`config.mk`:
```
export PLATFORM = sky130hd
export DESIGN_NAME = timer_clk_rst_ctrl
export DESIGN_NICKNAME = d
export VERILOG_FILES = /design/src/rtl/timer_pkg.sv /design/src/rtl/timer_prescaler.sv /design/src/rtl/timer_clk_rst_ctrl.sv
export SDC_FILE = /design/constraint.sdc
export NUM_CORES = 1
export LEC_CHECK = 0
export ABC_AREA = 0
export CORE_UTILIZATION = 54
export DETAILED_ROUTE_END_ITERATION = 7
export PLACE_DENSITY = 0.77
export SLEW_MARGIN = 20
export SYNTH_ARGS = -nofsm -noshare
export SYNTH_HDL_FRONTEND = slang
export SYNTH_SLANG_ARGS = --single-unit
```
`constraint.sdc`:
```
create_clock -name pclk -period 2.9 [get_ports pclk]
set_input_delay 0.87 -clock pclk [delete_from_list [all_inputs] [get_ports pclk]]
set_output_delay 0.87 -clock pclk [all_outputs]
set_load 0.01 [all_outputs]
```
`src/rtl/timer_pkg.sv`:
```
// Shared types and sizing for the timer clock/reset controller.
package timer_pkg;

    localparam int unsigned DEF_DIV_W = 3;
    localparam int unsigned DEF_PRE_W = (1 << DEF_DIV_W) - 1;

    typedef enum logic [1:0] {
        ST_HOLD   = 2'd0,
        ST_SETTLE = 2'd1,
        ST_RUN    = 2'd2
    } state_t;

    // The prescale counter must reach 2^(2^div_w-1)-1.
    function automatic int unsigned pre_width(input int unsigned div_w);
        return (1 << div_w) - 1;
    endfunction

endpackage

```
`src/rtl/timer_prescaler.sv`:
```
// Prescale counter with glitch-free divider reconfiguration.
// The new divider is taken only on a tick, so no short or long ticks occur.
module timer_prescaler
    import timer_pkg::*;
#(
    parameter int unsigned DIV_W = DEF_DIV_W
) (
    input  logic             pclk,
    input  logic             preset,
    input  logic             run,
    input  logic             clear,
    input  logic             div_en,
    input  logic [DIV_W-1:0] div_val,
    output logic             cnt_en,
    output logic             cfg_pending
);

    localparam int unsigned PRE_W = pre_width(DIV_W);

    logic [PRE_W-1:0] pre_cnt;
    logic [PRE_W-1:0] limit;
    logic [PRE_W:0]   one_hot;
    logic             act_en;
    logic [DIV_W-1:0] act_val;
    logic             hit;

    assign one_hot     = (PRE_W+1)'(1) << act_val;
    assign limit       = act_en ? PRE_W'(one_hot - (PRE_W+1)'(1)) : '0;
    assign hit         = (pre_cnt == limit);
    assign cnt_en      = run & hit & ~preset & ~clear;
    assign cfg_pending = run & ({div_en, div_val} != {act_en, act_val});

    always_ff @(posedge pclk) begin
        if (preset) begin
            pre_cnt <= '0;
            act_en  <= 1'b0;
            act_val <= '0;
        end else if (!run) begin
            pre_cnt <= '0;
            act_en  <= div_en;
            act_val <= div_val;
        end else if (clear) begin
            pre_cnt <= '0;
        end else if (hit) begin
            pre_cnt <= '0;
            act_en  <= div_en;
            act_val <= div_val;
        end else begin
            pre_cnt <= pre_cnt + PRE_W'(1);
        end
    end

endmodule

```
`src/rtl/timer_clk_rst_ctrl.sv`:
```
// Reset sequencer for the timer core: stretches resets, settles one cycle,
// then enables the prescaled count tick.
module timer_clk_rst_ctrl
    import timer_pkg::*;
#(
    parameter int unsigned RST_HOLD_CYC = 4,
    parameter int unsigned DIV_W        = DEF_DIV_W
) (
    input  logic             pclk,
    input  logic             preset,
    input  logic             sw_rst_req,
    input  logic             div_en,
    input  logic [DIV_W-1:0] div_val,
    output logic             timer_rst,
    output logic             rst_done,
    output logic             cnt_en,
    output logic             cfg_pending
);

    localparam int unsigned HOLD_W = $clog2(RST_HOLD_CYC + 1);

    state_t            state;
    logic [HOLD_W-1:0] hold_cnt;

    always_ff @(posedge pclk) begin
        if (preset) begin
            state     <= ST_HOLD;
            hold_cnt  <= '0;
            timer_rst <= 1'b1;
            rst_done  <= 1'b0;
        end else begin
            rst_done <= 1'b0;
            case (state)
                ST_HOLD: begin
                    timer_rst <= 1'b1;
                    if (sw_rst_req) begin
                        hold_cnt <= '0;
                    end else if (hold_cnt == HOLD_W'(RST_HOLD_CYC - 1)) begin
                        hold_cnt  <= '0;
                        state     <= ST_SETTLE;
                        timer_rst <= 1'b0;
                    end else begin
                        hold_cnt <= hold_cnt + HOLD_W'(1);
                    end
                end
                ST_SETTLE: begin
                    if (sw_rst_req) begin
                        state     <= ST_HOLD;
                        hold_cnt  <= '0;
                        timer_rst <= 1'b1;
                    end else begin
                        state    <= ST_RUN;
                        rst_done <= 1'b1;
                    end
                end
                ST_RUN: begin
                    if (sw_rst_req) begin
                        state     <= ST_HOLD;
                        hold_cnt  <= '0;
                        timer_rst <= 1'b1;
                    end
                end
                default: begin
                    state     <= ST_HOLD;
                    hold_cnt  <= '0;
                    timer_rst <= 1'b1;
                end
            endcase
        end
    end

    timer_prescaler #(
        .DIV_W(DIV_W)
    ) u_prescaler (
        .pclk       (pclk),
        .preset     (preset),
        .run        (state == ST_RUN),
        .clear      (sw_rst_req),
        .div_en     (div_en),
        .div_val    (div_val),
        .cnt_en     (cnt_en),
        .cfg_pending(cfg_pending)
    );

endmodule

```
==> results.txt <==
Final ANT Viol Nets = 0
Max Cap Viol = 0
Hold buffer count at CTS = 0
Leak = 0.468 nW
RSZ-0062 raised after global routing = no
WP data arrival = 1.95 ns
TNS Setup = 0 ns
Yosys reg bits = 18
DIE AREA = 2130 um^2
Count of final hold-check violations = 0
Delay-heaviest family, CP = buffers and inverters
Yosys Warn Count = 0
Peak VDD IR = 0.346 mV
Largest net degree at the start of global routing = 20
I/O pin cnt = 11
Slew Limit Fails = 0
DP Area = 1200 um^2
Crit path kind = input port to output pin
Global-route wire length before repair = 3380 um
Mapped Area = 1050 um^2
Cells along the critical path = clkdlybuf4s50_1 -> xor2_1 -> o41a_1 -> buf_2
FMAX = 0.354 GHz
Core area = 1780 um^2
Crit start category = input port
Die Wd = 46.2 um
Crit path capture type = output pin
Sequential area share after synthesis = 34.2%
Slew @ Worst Pin = 0.357 ns
Dpl hpwl = 1540 um
DR vias/cell = 5.59
Router iterations before antenna repair = 4
Vias = 883
Primary FF master, synth = dfxtp_1
Commonest non-fill, non-tap cell in the layout = dfxtp_1
Fraction of registers with async set/reset = 0%
Final nets = 147
All-Layer GR Usage = 22.2%
Post-DR wirelength/cell = 12.6 um
Antenna violations before repair = 0
CP max stage delay = 0.43 ns
Final worst-path cycle share = 97.4%
Area growth syn-to-layout = 16.5%
Area of the multi-input gates = 653 um^2
Vias in the first global route = 807
Count of flip-flops with a built-in enable after synthesis = 0
Mapped Nets = 131
Synth unique cells = 34
Layout fillers = 145
Crit path buffers/inverters = 2
Storage element area = 365 um^2
Req. time, crit path = 2.03 ns
Tmin final = 2.82 ns
Initial drt markers = 10
TritonCTS clock tree = yes
Design area = 1230 um^2
CTS sink cnt = 18
CTS max path bufs = 2
Setup Viol. Count Final = 0
Clock skew = 0.00748 ns
Max-slew headroom = 76.2%
Root buffer cell = clkbuf_4
Final GP Congestion = 0.839
Initial core utilization = 59.1%
Gr ovfl total = 0
Clock slew at reported path FFs = 0.10 ns
Drt total wl = 1990 um
CP max stage cell = clkdlybuf4s50_1
Layout cells sized above 1 = 15.8%
Clock Latency Late Sink = 0.28 ns
Die Span Y = 46.2 um
Hold slack = 0.450 ns
Maximum fanout along the worst path = 2
ANT cells = 0
H-tree depth = 1
Row cnt = 15
Pwr per Cell Area = 352 nW/um^2
Avg Inst Size Synth = 8.85 um^2
Most frequent cells in the layout = dfxtp_1, nand2b_1, nor2_1, nand2_1
Status = completed
Number of port buffers = 10
Min-delay worst type = flop to flop
Post-Syn Instances = 119
Drc violations = 0
Inserted Clock Buffers = 3
[routing by layer]
layer / vias up / routed length, um / GRT usage [%]
li1: 450 / - / -
met1: 422 / 941 / 27.3
met2: 9 / 993 / 37.2
met3: 2 / 41 / 5.10
met4: 0 / 12 / 8.24
met5: - / 0 / 0
[cell usage after synthesis (all sizes together) (4+ instances only)]
cell type	count	area share, %
nor4	7	5.6
nand2	8	2.9
nand3	4	1.9
dfxtp	18	34
ha	5	5.9
mux2i	5	4.8
nor2	11	3.9
nor3	4	1.9
xor2	7	5.8
xnor2	4	3.3
a21oi	4	1.9
nand2b	11	6.5
[tightest hold or removal path, stage by stage (launching register included)]
cell	delay (ns)
dfxtp_1	0.33
nand2_1	0.05
nor2_1	0.03
[cell families (layout without fill, tap and decap cells)]
family	Yosys count	count (layout)	share of synthesized area (%)
simple gates	55	55	29.8
flops	18	18	34.2
compound gates	16	16	11.4
xor+xnor	11	11	9.14
buf+inv	9	23	4.75
fa+ha+maj	5	5	5.94
mux	5	5	4.75
[sequential cells by signal, indices dropped and copies added, names as in the netlist]
| register | count |
|---|---|
| u_prescaler.pre_cnt | 7 |
| hold_cnt | 3 |
| u_prescaler.act_val | 3 |
| state | 2 |
| rst_done | 1 |
| timer_rst | 1 |
| u_prescaler.act_en | 1 |
[final cells by class]
| type | count | share of cell area, % |
|---|---|---|
| timing repair buffer | 17 | 11.7 |
| sequential | 18 | 29.8 |
| inverter | 3 | 0.917 |
| tap | 25 | 2.55 |
| clock buffer | 3 | 1.83 |
| multi-input combinational | 92 | 53.2 |
[path summary, 6_finish.rpt]
check / start / to / slack (ns) / cells past startpoint
worst min register to register: hold_cnt[2] / hold_cnt[2] / 0.45 / 2
worst max register to register: u_prescaler.act_val[2] / u_prescaler.act_val[1] / 1.16 / 5
worst max-delay path: div_val[0] / cfg_pending / 0.08 / 4
worst min-delay path: hold_cnt[2] / hold_cnt[2] / 0.45 / 2
[power breakdown]
group          switching (W)  total [W]  internal [W]  leakage, nW
Clock              0.0000689   0.000117     0.0000481       0.0138
Sequential        0.00000814   0.000260      0.000252        0.147
Combinational      0.0000257  0.0000551     0.0000294        0.307
Total               0.000103   0.000432      0.000330        0.468
[metrics by stage]
stage / total power [W] / setup slack, ns / util (%) / std cells
final: 0.000432 / 0.0756 / 68.8 / 158
after global routing: 0.000456 / 0.0394 / 68.8 / 158
after CTS: 0.000437 / 0.0123 / 68.3 / 158
after detailed placement: 0.000320 / -0.328 / 67.2 / 155
after global placement: 0.000317 / -0.312 / 67.2 / 155
after floorplan: 0.000299 / 0.543 / - / 119
[timing repair]
action	CTS	global route
resized for setup	9	6
setup endpoints to repair	2	2
hold endpoints to repair	0	0
buffers inserted	0	0
Power figures use the tool's default switching activity.
